--- src/rtl/shift_in_word_capture_reg_pkg.sv ---
// Shared constants for the serial shift registers: bit-order encoding and
// assembly state encoding of the receive side.
package shift_in_word_capture_reg_pkg;

    localparam logic DIR_MSB_FIRST = 1'b0;
    localparam logic DIR_LSB_FIRST = 1'b1;

    typedef enum logic {
        IDLE    = 1'b0,
        COLLECT = 1'b1
    } asm_state_t;

endpackage

--- src/rtl/word_hold_stage.sv ---
// One-entry valid/ready output buffer. A load into a full buffer that is not
// being drained in the same cycle is dropped and flagged with a one-cycle overrun.
module word_hold_stage #(
    parameter int WIDTH = 8
) (
    input  logic             clk,
    input  logic             reset,
    input  logic             load,
    input  logic [WIDTH-1:0] load_word,
    input  logic             word_ready,
    output logic [WIDTH-1:0] word_out,
    output logic             word_valid,
    output logic             overrun
);

    always_ff @(posedge clk or posedge reset) begin
        if (reset) begin
            word_out   <= '0;
            word_valid <= 1'b0;
            overrun    <= 1'b0;
        end else begin
            overrun <= 1'b0;
            if (load) begin
                // Slot is free if empty or its current word leaves this cycle.
                if (!word_valid || word_ready) begin
                    word_out   <= load_word;
                    word_valid <= 1'b1;
                end else begin
                    overrun <= 1'b1;
                end
            end else if (word_valid && word_ready) begin
                word_valid <= 1'b0;
            end
        end
    end

endmodule

--- src/rtl/shift_in_word_capture_reg.sv ---
// Serial-in/parallel-out receiver: assembles WIDTH qualified bits into a word
// (MSB-first or LSB-first, chosen at the first bit) and hands it to a 1-entry buffer.
module shift_in_word_capture_reg
    import shift_in_word_capture_reg_pkg::*;
#(
    parameter  int WIDTH = 8,
    localparam int CNT_W = $clog2(WIDTH + 1)
) (
    input  logic             clk,
    input  logic             reset,
    input  logic             serial_in,
    input  logic             serial_valid,
    input  logic             shift_dir,
    input  logic             flush,
    output logic [WIDTH-1:0] word_out,
    output logic             word_valid,
    input  logic             word_ready,
    output logic             overrun,
    output logic [CNT_W-1:0] bit_count
);

    localparam logic [CNT_W-1:0] LAST_BIT = CNT_W'(WIDTH - 1);

    asm_state_t       state;
    logic [WIDTH-1:0] shift_reg;
    logic [WIDTH-1:0] shifted;
    logic [CNT_W-1:0] count_reg;
    logic             dir_reg;
    logic             eff_dir;
    logic             complete;

    // The first bit of a word uses the live direction; later bits the latched one.
    always_comb begin
        eff_dir = (state == IDLE) ? shift_dir : dir_reg;
        if (eff_dir == DIR_LSB_FIRST) begin
            shifted = {serial_in, shift_reg[WIDTH-1:1]};
        end else begin
            shifted = {shift_reg[WIDTH-2:0], serial_in};
        end
        complete = serial_valid && !flush && (state == COLLECT) && (count_reg == LAST_BIT);
    end

    always_ff @(posedge clk or posedge reset) begin
        if (reset) begin
            state     <= IDLE;
            shift_reg <= '0;
            count_reg <= '0;
            dir_reg   <= DIR_MSB_FIRST;
        end else if (flush) begin
            state     <= IDLE;
            shift_reg <= '0;
            count_reg <= '0;
        end else if (serial_valid) begin
            case (state)
                IDLE: begin
                    dir_reg   <= shift_dir;
                    shift_reg <= shifted;
                    count_reg <= CNT_W'(1);
                    state     <= COLLECT;
                end
                COLLECT: begin
                    if (count_reg == LAST_BIT) begin
                        shift_reg <= '0;
                        count_reg <= '0;
                        state     <= IDLE;
                    end else begin
                        shift_reg <= shifted;
                        count_reg <= count_reg + CNT_W'(1);
                    end
                end
                default: begin
                    state     <= IDLE;
                    count_reg <= '0;
                end
            endcase
        end
    end

    assign bit_count = count_reg;

    word_hold_stage #(
        .WIDTH (WIDTH)
    ) u_hold (
        .clk        (clk),
        .reset      (reset),
        .load       (complete),
        .load_word  (shifted),
        .word_ready (word_ready),
        .word_out   (word_out),
        .word_valid (word_valid),
        .overrun    (overrun)
    );

endmodule

--- config.mk ---
export PLATFORM = sky130hd
export DESIGN_NAME = shift_in_word_capture_reg
export DESIGN_NICKNAME = d
export VERILOG_FILES = /design/src/rtl/shift_in_word_capture_reg_pkg.sv /design/src/rtl/word_hold_stage.sv /design/src/rtl/shift_in_word_capture_reg.sv
export SDC_FILE = /design/constraint.sdc
export NUM_CORES = 1
export LEC_CHECK = 0
export ABC_CLOCK_PERIOD_IN_PS = 1560
export CAP_MARGIN = 20
export CORE_AREA = 2 2 51 53
export CTS_BUF_LIST = sky130_fd_sc_hd__clkbuf_4 sky130_fd_sc_hd__clkbuf_8
export CTS_CLUSTER_DIAMETER = 200
export DETAILED_ROUTE_END_ITERATION = 16
export DIE_AREA = 0 0 53 55
export HOLD_SLACK_MARGIN = 0.12
export PLACE_DENSITY = 0.77
export SYNTH_ARGS = -nofsm -noshare
export SYNTH_HDL_FRONTEND = slang
export SYNTH_SLANG_ARGS = --single-unit
--- constraint.sdc ---
create_clock -name clk -period 1.56 [get_ports clk]
set_clock_uncertainty 0.1 [all_clocks]
set_input_delay 0.468 -clock clk [delete_from_list [all_inputs] [get_ports clk]]
set_output_delay 0.468 -clock clk [all_outputs]
set_load 0.1 [all_outputs]
Yosys cells after proc, flatten, opt, wreduce, memory -nomap -nowiden. Cells that the tools add are included. Widths: inputs -> output; s select.

Logic and storage cells: 43. Input port bits: 7. Flip-flop bits (word level): 24. Output and inout bits: 14.

$add $sub $neg: 1. Reductions and logical operators: 12. Muxes and demuxes: 19. Bitwise operators: 2. Equality and inequality tests: 2.

Operator list (count): $mux 8 (4); $pmux 8 s2 (1); $mux 4 (3); $mux 1 (9); $pmux 4 s2 (1); $reduce_and 2->1 (3); $add 4x1->4 const B (1); $eq 4x3->1 const B (1); $logic_and 1x1->1 (4); $reduce_bool 2->1 (2); $logic_not 1->1 (2); $ne 2x1->1 const B (1); $not 1->1 (2); $pmux 1 s2 (1); $logic_or 1x1->1 (1).

Logic depth before layout (Yosys ltp).
Depth in word-level cells: 6. Gate-level depth with buffers: 5. Gate-level depth less buffers: 4.

Modules after synthesis. Synthesis repeated with hierarchy kept, for this count alone.

Cells, all modules: 85. Area total of the unflattened synthesis: 1138.6 um^2.

By module, submodules not included: shift_in_word_capture_reg (sequential area each 350.3 um^2, cells each 61, area each 728.2 um^2, instances 1); word_hold_stage (sequential area each 250.2 um^2, cells each 24, area each 410.4 um^2, instances 1).

Least setup slack after synthesis. No wires, ideal clock.

Path type: reg2reg. Start point: reg count_reg[0] (netlist: bit_count[0]). End point: reg u_hold.word_out[0]. Data arrival time: 2.005 ns. Period minus slack after synthesis: 2.185 ns. Path buffers: 1. Required time: 1.381 ns. Setup time: 0.079 ns. Cell stages (with the launch flop): 6. Path slack: -0.625 ns. Path through: dfrtp_1 -> ha_1 -> nand4b_1 -> nor3b_1 -> buf_4 -> mux2i_1.

Word-level cells in the longest chain between the ends: 3.

Ends and longest elaborated chain: start, declared (RTL line shift_in_word_capture_reg.sv:27) `logic [CNT_W-1:0] count_reg;`; start signal, assigned (RTL line shift_in_word_capture_reg.sv:68) `count_reg <= count_reg + CNT_W'(1);`; $eq 4x3->1 (RTL line shift_in_word_capture_reg.sv:40) `complete = serial_valid && !flush && (state == COLLECT) && (count_reg == LAST_BIT);`; $logic_and 1x1->1 (RTL line shift_in_word_capture_reg.sv:40); $reduce_and 2->1 (no line); end signal, assigned (RTL line word_hold_stage.sv:26) `word_out <= load_word;`; end, declared (RTL line word_hold_stage.sv:11) `output logic [WIDTH-1:0] word_out,`.

No other way between the ends. A chain may end at the register's enable or synchronous reset.

Final worst setup path.
Start point: reg count_reg[0] (netlist: bit_count[0]). End point: out bit_count[0].

RTL lines: end, declared (RTL line shift_in_word_capture_reg.sv:19) `output logic [CNT_W-1:0] bit_count`.

No word-level cell between the ends.

==> summary.txt <==
Placed design
  – DP HPWL: about 1.7 mm
  – Input/output buffers: 20
  – Routability cong.: 0.802
  – DP Area: 1600 sq um
  – Inst Count DP: 160
  – Place WS: -0.446 ns

Yosys
  – Post-synth top area cell: dfrtp_1
  – Mapped Area: approximately 1100 sq um
  – Yosys warnings: 0
  – Seq cells post-synth: 24
  – Top cells by count, synth: dfrtp_1, mux2i_1, nand2_1
  – Syn avg cell area: 11.0 sq um
  – Most common cell in the netlist: dfrtp_1
  – Synth async-reset ratio: 100%
  – EDFF count, synth: 0
  – Top post-synthesis cells by area: dfrtp_1, mux2i_1, nand2_1, o21ai_1, inv_1
  – Gate Count Post-Synth: 98
  – Seq/Total Area, Yosys: 55.6%
  – Distinct cells, synth: 22
  – Syn Nets: 106
  – Post-synth top area share: 55.6%
  – Top FF cell, synth: dfrtp_1

Clock network
  – Clock Latency Late Sink: 0.31 ns
  – Root buf cell: clkbuf_4
  – Deepest clock path buffer count: 2
  – Clk sinks: 24
  – TritonCTS buffer count: 3
  – CTS tree: yes
  – H-tree levels: 1
  – Cts hold-fix bufs: 0
  – Clk slew on worst S/H paths: 0.12 ns

Global routing
  – Grt ovf: 0
  – Initial antenna violation count: 0
  – First-pass GRT wire length: 4.07 mm
  – Number of global-route vias before repair: ~900
  – Tot GR Track Use: 19.9%
  – Pin count of the biggest net entering global routing: 25

Floorplanning
  – Row cnt: 18
  – Core ar.: 2360 sq um
  – Die width: 53 microns
  – Initial core utilization: 45.7%
  – Chip height: 55 microns
  – Ports: 21
  – Die Area: 2920 sq um

Critical path
  – Critical Path RT: 0.99 ns
  – R2R Path Start: bit_count[1]
  – WS Path Type: reg2out
  – Worst-path fanout max: 2
  – Critical Path Start: bit_count[0]
  – Startpoint types: flop
  – Worst setup EP type: output port
  – WP data arrival: 1.12 ns

Finish
  – # fillers: about 160
  – Layout cells sized above 1: 37.2%
  – Area Overhead vs Synth: 58.6%
  – Nets: 146
  – Fin cells: 167
  – FF+latch area: 613 sq um
  – Design Area, Final: 1710 sq um
  – Ant diodes: 0
  – Area of the multi-input gates: 482 sq um

Run
  – Max_cap viols: 0

Timing
  – Period utilization: 108%
  – Final setup fails: 12
  – Max Slew Vio Count: 0
  – Fmax: between 500 and 600 MHz
  – RSZ-0062 raised after global routing: yes
  – Final hold vios: 0
  – Setup WS post-layout: -0.128 ns
  – Slew @ Worst Pin: 0.305 ns
  – Final Critical Period: 1.69 ns
  – Rel. slew slack: between 70 and 80%

Status
  – Outcome: finished with violations
  – Failing checks: negative setup slack

Route
  – Via/cell ratio: between 5 and 6
  – WL final: 2.39 mm
  – DR DRC count: 0
  – Post-DRT Antenna Nets: 0
  – Drt wl/cell: 14.3 microns
  – DR iter-0 viols: 15
  – Vias: 868
  – First-pass detailed-route iteration total: 4

Pwr
  – Pleak: about 0.78 nW
  – Worst IR Drop VDD: a little under 0.7 mV
  – Cell Pwr Density: 764 nW/um^2

Worst hold path
  – Hold WC Path Type: in2async
-- report_power, final --
group	leakage [nW]	switching, mW	internal (mW)
combinational	0.468	0.180	0.133
clock	0.0210	0.180	0.143
sequential	0.290	0.0258	0.647
-- final timing paths --
path | endpoint | depth (start not counted) | slack, ns
setup reg to reg | bit_count[3] | 4 | -0.11
setup / recovery | bit_count[0] | 2 | -0.13
min in group clk | shift_reg[7] | 2 | 0.41
hold reg to reg | shift_reg[7] | 2 | 0.41
max in group asynchronous | bit_count[1] | 3 | 0.83
hold / removal | u_hold.word_valid | 3 | 0.37
-- metrics by stage --
stage          util [%]  power (mW)  hold WS, ns  TNS, ns
4_1_cts            72.1        1.33        0.374   -0.605
6_report           72.4        1.31        0.372   -0.714
5_1_grt            72.4        1.36        0.388    -1.73
3_5_place_dp       67.7       0.992        0.379    -7.83
3_3_place_gp       67.7       0.984        0.373    -6.76
2_1_floorplan         -       0.854        0.355    -1.25
-- cell usage in the layout, fill, tap and decap left out --
cell type	instances
nand3_1	3
ha_4	1
buf_4	11
dfrtp_2	4
dlygate4sd2_1	1
or4_4	1
inv_1	9
buf_6	4
nor2_1	1
o21ai_1	8
nor3b_2	1
clkdlybuf4s50_1	5
a32o_1	1
clkbuf_8	1
dfrtp_1	18
nor2_4	1
nand2b_1	2
dfrtp_4	2
nand4b_1	2
nand2_1	16
o21ai_0	1
a31oi_4	1
clkbuf_4	3
a21bo_2	1
buf_12	16
nand2b_4	2
a21oi_1	2
mux2i_4	1
inv_2	1
mux2i_1	16
nor2b_1	1
-- layer usage --
| layer | vias up | track usage, % | share of wire (%) | routed length, microns |
|---|---|---|---|---|
| met5 | - | 0 | 0 | 0 |
| li1 | 409 | - | - | - |
| met2 | 20 | 37.5 | 55 | 1310 |
| met1 | 435 | 21.9 | 41 | 968 |
| met3 | 4 | 3.49 | 3.0 | 72 |
| met4 | 0 | 8.97 | 1.4 | 34 |
-- layout make-up --
cell class                      count  share of cell area, %
Sequential cell                    24                   35.8
Timing Repair Buffer               37                   29.6
Multi-Input combinational cell     62                   28.1
Inverter                           10                   2.19
Tap cell                           30                   2.19
Clock buffer                        4                   2.12
-- cells by family (layout without fill, tap and decap cells) --
group           Yosys count  count (layout)  share of synthesized area, %
compound gates           14              14                          7.53
fa+ha+maj                 1               1                          1.16
buf+inv                  12              51                          5.21
flops                    24              24                          55.6
mux                      17              17                          16.9
simple gates             30              30                          13.6
-- critical path, stage by stage, from the launching register on --
cell,delay [ns]
dfrtp_4,0.52
buf_6,0.13
buf_12,0.15
-- repair_timing --
action                                  in CTS  in global routing
setup buffers                                4                  0
resized for setup                            8                  4
endpoints found under the setup margin      20                 23
pin swaps                                    0                  1
endpoints found under the hold margin        0                  0
Note: power is estimated with default switching activity, not from simulation.
